File: src/rtl/l2_trace_dispatcher.sv
// l2_trace_dispatcher: decodes trace records into L2 requests, runs clear/print housekeeping
// and keeps saturating read/write/hit/miss statistics.
module l2_trace_dispatcher #(
  parameter int TAG_BITS = 12,
  parameter int INDEX_BITS = 14,
  parameter int OFFSET_BITS = 6,
  parameter int CNT_W = 32,
  parameter logic [7:0] OP_R = 8'd82,
  parameter logic [7:0] OP_W = 8'd87,
  parameter logic [7:0] OP_M = 8'd77,
  parameter logic [7:0] OP_I = 8'd73
) (
  input  logic                  clk,
  input  logic                  rst_n,
  input  logic                  trace_valid,
  output logic                  trace_ready,
  input  logic [3:0]            trace_cmd,
  input  logic [31:0]           trace_addr,
  output logic                  cache_req,
  output logic [7:0]            cache_op,
  output logic                  cache_snoop,
  output logic [TAG_BITS-1:0]   cache_tag,
  output logic [INDEX_BITS-1:0] cache_index,
  input  logic                  cache_ack,
  input  logic                  cache_hit,
  output logic                  clear_req,
  output logic                  print_req,
  output logic                  cmd_err,
  output logic [CNT_W-1:0]      read_cnt,
  output logic [CNT_W-1:0]      write_cnt,
  output logic [CNT_W-1:0]      hit_cnt,
  output logic [CNT_W-1:0]      miss_cnt
);
  typedef enum logic [1:0] {IDLE, REQ, CLR, PRT} state_t;
  state_t state_q, state_d;
  logic [7:0] op_q, op_d, dec_op;
  logic snoop_q, snoop_d, dec_snoop, dec_legal;
  logic [TAG_BITS-1:0] tag_q, tag_d;
  logic [INDEX_BITS-1:0] index_q, index_d;
  logic err_q, err_d;
  logic [CNT_W-1:0] read_cnt_q, read_cnt_d, write_cnt_q, write_cnt_d;
  logic [CNT_W-1:0] hit_cnt_q, hit_cnt_d, miss_cnt_q, miss_cnt_d;
  function automatic logic [CNT_W-1:0] sat_inc(input logic [CNT_W-1:0] v);
    return (&v) ? v : v + 1'b1;
  endfunction
  always_comb begin
    dec_op = '0;
    dec_snoop = 1'b0;
    dec_legal = 1'b1;
    case (trace_cmd)
      4'd0, 4'd2: dec_op = OP_R;
      4'd1: dec_op = OP_W;
      4'd3: begin dec_op = OP_I; dec_snoop = 1'b1; end
      4'd4: begin dec_op = OP_R; dec_snoop = 1'b1; end
      4'd5: begin dec_op = OP_W; dec_snoop = 1'b1; end
      4'd6: begin dec_op = OP_M; dec_snoop = 1'b1; end
      default: dec_legal = 1'b0;
    endcase
  end
  always_comb begin
    state_d = state_q;
    op_d = op_q;
    snoop_d = snoop_q;
    tag_d = tag_q;
    index_d = index_q;
    err_d = 1'b0;
    read_cnt_d = read_cnt_q;
    write_cnt_d = write_cnt_q;
    hit_cnt_d = hit_cnt_q;
    miss_cnt_d = miss_cnt_q;
    case (state_q)
      IDLE: if (trace_valid) begin
        if (trace_cmd == 4'd8) state_d = CLR;
        else if (trace_cmd == 4'd9) state_d = PRT;
        else if (dec_legal) begin
          op_d = dec_op;
          snoop_d = dec_snoop;
          tag_d = trace_addr[31 -: TAG_BITS];
          index_d = trace_addr[OFFSET_BITS +: INDEX_BITS];
          state_d = REQ;
        end else err_d = 1'b1;
      end
      // only host-side traffic (non-snoop R/W) is counted
      REQ: if (cache_ack) begin
        state_d = IDLE;
        if (!snoop_q) begin
          read_cnt_d = (op_q == OP_R) ? sat_inc(read_cnt_q) : read_cnt_q;
          write_cnt_d = (op_q == OP_W) ? sat_inc(write_cnt_q) : write_cnt_q;
          hit_cnt_d = cache_hit ? sat_inc(hit_cnt_q) : hit_cnt_q;
          miss_cnt_d = cache_hit ? miss_cnt_q : sat_inc(miss_cnt_q);
        end
      end
      CLR: begin
        state_d = IDLE;
        read_cnt_d = '0;
        write_cnt_d = '0;
        hit_cnt_d = '0;
        miss_cnt_d = '0;
      end
      PRT: state_d = cache_ack ? IDLE : PRT;
      default: state_d = IDLE;
    endcase
  end
  always_ff @(posedge clk or negedge rst_n) begin
    if (!rst_n) begin
      state_q <= IDLE;
      op_q <= '0;
      snoop_q <= 1'b0;
      tag_q <= '0;
      index_q <= '0;
      err_q <= 1'b0;
      read_cnt_q <= '0;
      write_cnt_q <= '0;
      hit_cnt_q <= '0;
      miss_cnt_q <= '0;
    end else begin
      state_q <= state_d;
      op_q <= op_d;
      snoop_q <= snoop_d;
      tag_q <= tag_d;
      index_q <= index_d;
      err_q <= err_d;
      read_cnt_q <= read_cnt_d;
      write_cnt_q <= write_cnt_d;
      hit_cnt_q <= hit_cnt_d;
      miss_cnt_q <= miss_cnt_d;
    end
  end
  // ready is gated by rst_n so it stays low for the whole reset assertion
  assign trace_ready = rst_n && (state_q == IDLE);
  assign cache_req = (state_q == REQ);
  assign clear_req = (state_q == CLR);
  assign print_req = (state_q == PRT);
  assign cache_op = op_q;
  assign cache_snoop = snoop_q;
  assign cache_tag = tag_q;
  assign cache_index = index_q;
  assign cmd_err = err_q;
  assign read_cnt = read_cnt_q;
  assign write_cnt = write_cnt_q;
  assign hit_cnt = hit_cnt_q;
  assign miss_cnt = miss_cnt_q;
endmodule

File: config.mk
export PLATFORM = sky130hd
export DESIGN_NAME = l2_trace_dispatcher
export DESIGN_NICKNAME = d
export VERILOG_FILES = /design/src/rtl/l2_trace_dispatcher.sv
export SDC_FILE = /design/constraint.sdc
export NUM_CORES = 1
export LEC_CHECK = 0
export CORE_MARGIN = 2
export CORE_UTILIZATION = 55
export CTS_CLUSTER_DIAMETER = 100
export DETAILED_ROUTE_END_ITERATION = 8
export PLACE_DENSITY = 0.86
export SLEW_MARGIN = 5
export SYNTH_ARGS = -nofsm -noshare
export SYNTH_HDL_FRONTEND = slang
export SYNTH_SLANG_ARGS = --single-unit
File: constraint.sdc
create_clock -name clk -period 3.4 [get_ports clk]
set_input_delay 1.02 -clock clk [delete_from_list [all_inputs] [get_ports clk]]
set_output_delay 1.02 -clock clk [all_outputs]
set_load 0.005 [all_outputs]
== Word-level counts from Yosys, hierarchy flattened ==
Cells that the tools add are included.
Word-level totals
  flip-flop bits (word level): 166
  logic and storage cells: 94
  output and inout bits: 168
Operators by class
  bitwise gates (word level): 2
  reduce and logical (&&, ||, !) cells: 18
  $add $sub $neg: 4
  multiplexer cells: 35
  eq/ne operators: 25
Operators with widths (number)
  $mux W32: 16
  $pmux W32 S2: 4
  $add A32 B1 Y32 const B: 4
  $reduce_and A32 Y1: 4
  $pmux W7 S4: 1
  $reduce_and A5 Y1: 5
  $eq A8 B7 Y1 const B: 2
  $ne A2 B2 Y1 const B: 7
  $eq A4 B3 Y1 const B: 3
  $mux W2: 6
  $eq A4 B2 Y1 const B: 2
  $eq A4 B4 Y1 const B: 2
  $ne A2 B1 Y1 const B: 4
  $pmux W2 S4: 1
  $mux W1: 7
  $reduce_or A7 Y1: 1
  $eq A2 B2 Y1 const B: 2
  $eq A4 B1 Y1 const B: 1
  $logic_not A4 Y1: 1
  $ne A4 B4 Y1 const B: 1
  $reduce_or A4 Y1: 1
  $reduce_and A3 Y1: 1
  $reduce_or A3 Y1: 1
  $eq A2 B1 Y1 const B: 1
  5 further kinds: 6

== Longest topological paths before layout ==
Gate-level depths: netlist of run 1.
  word-level depth: 8
  gate-level depth with buffers: 9

== Worst setup path after synthesis of run 1 ==
No wires, ideal clock.
  kind: in2reg
  from: input trace_cmd[1]
  to: register index_q[0], in the netlist cache_index[0]
  arrival time: 2.490 ns
  library setup time: 0.125 ns
  path slack: 0.785 ns
  stages on the path: 6
  path through: clkbuf_1 > nand3_1 > nand2_1 > clkbuf_1 > buf_1 > mux2_2
Between the ends
  word-level cells in the longest chain between the ends: 4
  elaborated cells between the ends (all ways): 14
  those cells by class: eq/ne (8); mux (1); bitwise (2); reduce/logical (3)
RTL lines
  from (decl): RTL line 17  | input logic [3:0] trace_cmd,
  $eq A4 B3 Y1 (tied with other cells): RTL line 50  | case (trace_cmd)
  $reduce_or A7 Y1 (no source line)
  $mux W1: RTL line 50
  $reduce_and A5 Y1 (no source line) (*)
  to (signal assigned): RTL line 121  | index_q <= index_d;
  to (decl): RTL line 39  | logic [INDEX_BITS-1:0] index_q, index_d;
Mark *: on every way between the ends. The rest lies on a longest branch, timed or not.
A chain may end at the register's enable or synchronous reset.

== Final worst setup path of run 1 ==
  from: register hit_cnt_q[0], in the netlist hit_cnt[0]
  to: register hit_cnt_q[3], in the netlist hit_cnt[3]
Between the ends
  word-level cells in the longest chain between the ends: 6
  elaborated cells between the ends (all ways): 9
  those cells by class: add/sub (1); eq/ne (1); mux (5); reduce/logical (2)
RTL lines
  from (decl): RTL line 42  | logic [CNT_W-1:0] hit_cnt_q, hit_cnt_d, miss_cnt_q, miss_cnt_d;
  from (signal assigned): RTL line 125  | hit_cnt_q <= hit_cnt_d;
  $add A32 B1 Y32: RTL line 44  | return (&v) ? v : v + 1'b1;
  $mux W32: RTL line 44
  $mux W32: RTL line 89  | hit_cnt_d = cache_hit ? sat_inc(hit_cnt_q) : hit_cnt_q;
  $mux W32: RTL line 86  | if (!snoop_q) begin
  $mux W32: RTL line 84  | REQ: if (cache_ack) begin
  $pmux W32 S2: RTL line 71  | case (state_q)
Parallel ways exist; a longest one is shown, timed or not. The select of a mux whose other input is x is not followed.

==> key figures, run 1 <==
Synthesis
  • Synth Area in Simple Gates: 0.233
  • Main combinational cell family by area after synthesis: compound AO/OA/AOI/OAI gates
  • Complex-gate fraction of the synthesized area: 0.241
  • EDFF count, synth: 0
  • Top flip-flop cell by instance count after synthesis: dfrtp_1
  • Mean cell area of the mapped netlist: 9.21 um^2
  • Multiplexer fraction of the synthesized cell area: 0.0358
  • Parity-gate share of the synthesized area counting xor and xnor cells: 0
  • Adder-cell share of the synthesized area: 0.00538
  • Post-synthesis sequential element count: 163
  • Fraction of synthesis flops using an asynchronous set or reset pin: 1.00
  • Summed instance area of the synthesized netlist: 0.00930 mm^2
  • Count of warnings emitted by yosys: 0
  • Unique cell type count in the Yosys netlist: 68
  • Gate Count Post-Synth: 1010
  • Sequential element share of the synthesized area: 0.439

Routing
  • Drt drc: 0
  • DRT antenna net count: 0
  • Final WL: 27800 um
  • Drt first-iter violations: 1219
  • Number of vias per cell: 6.68
  • Final routed wire length divided by cell count: 19.6 um
  • TritonRoute pass-1 iters: 7
  • Via count: 9470

Clock tree
  • Post-CTS setup-driven buffer insertion count: 0
  • Max Root-Sink Buffers: 2
  • Number of CTS-inserted buffers: 17
  • Number of H-tree levels: 4
  • Reg clk slew, reported paths: 0.07 ns
  • Sink count of the clock tree: 163
  • Number of gates resized after cts: 0
  • Hold buffer count at CTS: 0
  • Master cell of the clock root buffer: clkbuf_16
  • Clk Latency, worst-skew pair: 0.43 ns
  • CTS tree: done

Global routing
  • Overall overflow remaining after global route: 0
  • Routing usage on met1: 0.418
  • Gr busiest metal: met2
  • Overall fraction of global-route tracks in use: 0.308
  • Initial antenna violation count: 0
  • First-pass GRT wire length: 45300 um
  • Global Route met2 Usage: 0.484
  • Global routing usage on met3: 0.0854
  • Largest net degree at the start of global routing: 164
  • Via count of the first global-routing pass: 8717

Floorplan
  • Effective utilization at floorplan: 0.561
  • Number of ports placed on the die boundary: 209
  • Area of the die: 0.0180 mm^2
  • Core Rows: 47
  • Placeable core region: 0.0166 mm^2
  • Width of the die: 134 um
  • Height of the die: 134 um

Power
  • PD cells: 418 mW/mm^2
  • Standby leakage power: 4.64 nW
  • Worst voltage drop across the vdd grid: 376 uV

Critical path
  • Timing startpoint of the critical path: hit_cnt[0]$_DFFE_PN0P_
  • Worst Path Max Fanout: 17
  • Worst endpoint data arrival time: 3.22 ns
  • Critical path start-end classification: reg2reg
  • Worst R2R End: hit_cnt[3]$_DFFE_PN0P_
  • Element type at the critical path end: flop
  • Worst endpoint required time: 3.69 ns
  • Setup slack of the most critical reg-to-reg path: 0.47 ns
  • Category of the worst setup path launch point: flop
  • Endpoint of the worst setup timing path: hit_cnt[3]$_DFFE_PN0P_
  • Worst r2r src: hit_cnt[0]$_DFFE_PN0P_
  • Cells on worst reg2reg path: 6

Hold path
  • Class of the tightest hold or removal check: reg2reg
  • Hold_sp: cache_index[10]$_DFFE_PN0P_

Final layout
  • Leading cell types in the layout, fill and taps excluded: clkdlybuf4s50_1, dfrtp_1, o31ai_1
  • Most common cell after layout, fill and taps aside: clkdlybuf4s50_1
  • Number of nets in the finished design: 1230
  • FF/Latch Area: 0.00408 mm^2
  • FILL cells: 1247
  • Antenna diodes: 0
  • Area growth from synthesis to layout: 29.6%
  • Utilization after layout: 0.727
  • Combined area of the multi-input logic cells: 0.00481 mm^2
  • Fraction of final layout cells sized beyond drive strength 1: 0.100

Placed design
  • Detailed placer's ending HPWL: 18500 um
  • Count of input and output buffers: 200
  • Setup slack at placement: 0.0936 ns
  • Gp weighted congestion: 0.892

Job
  • Count of maximum capacitance violations: 0

Timing
  • Worst-case setup margin in the final layout: 0.469 ns
  • Endpoints failing hold: 0
  • Setup tns final: 0 ns
  • RSZ-0062 raised after global routing: false
  • Min Hold Slack: 0.509 ns
  • Slew Limit Fails: 0
  • Setup-violating endpoint count in the final report: 0
  • Transition time at the pin with the least slew margin: 0.994 ns
  • Share of the clock period used by the worst path: 0.862
  • Max Fclk: 341 MHz
  • Slew Limit Headroom: 0.332
  • Fin crit period: 2.93 ns
  • Setup clock skew after layout: 0.0104 ns

Outcome
  • Result of the run: complete, no violations
==> state kept, by name (all words and copies together) (netlist names) <==
name and flops:
read_cnt 32, miss_cnt 32, cache_index 14, cmd_err 1, write_cnt 32, hit_cnt 32, cache_op 5, state_q 2
cache_snoop 1, cache_tag 12
==> power breakdown <==
group	switching [mW]	total, mW	leakage [nW]	internal, mW
registers	0.173	2.27	2.17	2.10
logic	0.377	0.863	2.20	0.486
clock network	0.806	1.91	0.273	1.10
total	1.36	5.04	4.64	3.69
==> synthesized netlist by cell type (all sizes together) (3+ instances only) <==
master,number,area share
nand2,70,0.029
a2bb2oi,4,0.0038
a41oi,22,0.021
o31ai,83,0.067
o21ai,76,0.041
a31oi,80,0.054
mux2i,4,0.0043
clkbuf,45,0.018
and4,15,0.014
nand3,72,0.040
o22ai,3,0.0020
a211oi,4,0.0032
nor2,56,0.023
or3,4,0.0027
nor4,26,0.028
o41ai,9,0.0085
and2,9,0.0061
nor3,25,0.013
dfrtp,163,0.44
mux2,26,0.031
nand2b,10,0.0067
a21oi,29,0.016
ha,4,0.0054
o21a,7,0.0056
a21boi,4,0.0032
nand4,41,0.029
and3,24,0.016
inv,22,0.0089
or2,11,0.0074
buf,27,0.019
or4,7,0.0065
a21o,3,0.0024
nand4bb,3,0.0036
==> worst max-delay path: stages, from the launching register on <==
cell	delay (ns)
dfrtp_1	0.44
ha_1	0.26
nand3_2	0.15
or4_4	0.67
or4_1	0.79
nand2_2	0.37
o31ai_1	0.13
==> final cells by class <==
| class | count | share of cell area |
|---|---|---|
| Multi-Input combinational cell | 754 | 0.399 |
| Clock inverter | 11 | 0.0109 |
| Clock buffer | 20 | 0.0371 |
| Inverter | 22 | 0.00685 |
| Timing Repair Buffer | 227 | 0.185 |
| Tap cell | 220 | 0.0228 |
| Sequential cell | 163 | 0.338 |
==> cells by family after synthesis <==
logic type,after synthesis
flops,163
buf+inv,94
simple gates,379
compound gates,339
mux,30
fa+ha+maj,4
other cells,1
==> worst min-delay path by stage <==
stage                                              to  depth (start not counted)  slack, ns
final                     cache_index[10]$_DFFE_PN0P_                          1       0.51
after global routing      cache_index[10]$_DFFE_PN0P_                          1       0.52
after CTS                 cache_index[10]$_DFFE_PN0P_                          1       0.51
after detailed placement  cache_index[11]$_DFFE_PN0P_                          1       0.49
after global placement       cache_tag[8]$_DFFE_PN0P_                          1       0.49
after floorplan               cache_op[6]$_DFFE_PN0P_                          1       0.48
==> per-layer routing <==
metal / vias up / share of wire
li1: 4317 / -
met1: 4532 / 0.41
met2: 565 / 0.47
met3: 56 / 0.10
met4: 0 / 0.020
met5: - / 0
==> per-stage QoR <==
step           total power [mW]  std cells  instance area [um^2]
2_1_floorplan              2.60       1011                  9310
3_3_place_gp               3.13       1386                 11500
3_5_place_dp               3.16       1386                 11500
4_1_cts                    5.06       1417                 12100
5_1_grt                    5.24       1417                 12100
6_report                   5.04       1417                 12100
Note: power is estimated with default switching activity, not from simulation.
==> inputs of run 2 (changes only) <==
--- a/config.mk
+++ b/config.mk
@@ -8,6 +8,7 @@
 export CORE_MARGIN = 2
 export CORE_UTILIZATION = 55
 export CTS_CLUSTER_DIAMETER = 100
+export CTS_CLUSTER_SIZE = 10
 export DETAILED_ROUTE_END_ITERATION = 8
 export PLACE_DENSITY = 0.86
 export SLEW_MARGIN = 5
==> results of run 2 <==
No change in the layout: final DEF, timing and power equal those of run 1.
==> inputs of run 3 (changes only) <==
--- a/config.mk
+++ b/config.mk
@@ -5,13 +5,13 @@
 export SDC_FILE = /design/constraint.sdc
 export NUM_CORES = 1
 export LEC_CHECK = 0
+export ABC_CLOCK_PERIOD_IN_PS = 3400
 export CORE_MARGIN = 2
 export CORE_UTILIZATION = 55
 export CTS_CLUSTER_DIAMETER = 100
 export CTS_CLUSTER_SIZE = 10
 export DETAILED_ROUTE_END_ITERATION = 8
 export PLACE_DENSITY = 0.86
-export SLEW_MARGIN = 5
 export SYNTH_ARGS = -nofsm -noshare
 export SYNTH_HDL_FRONTEND = slang
 export SYNTH_SLANG_ARGS = --single-unit
==> results of run 3 <==
No change in the layout: final DEF, timing and power equal those of run 1.
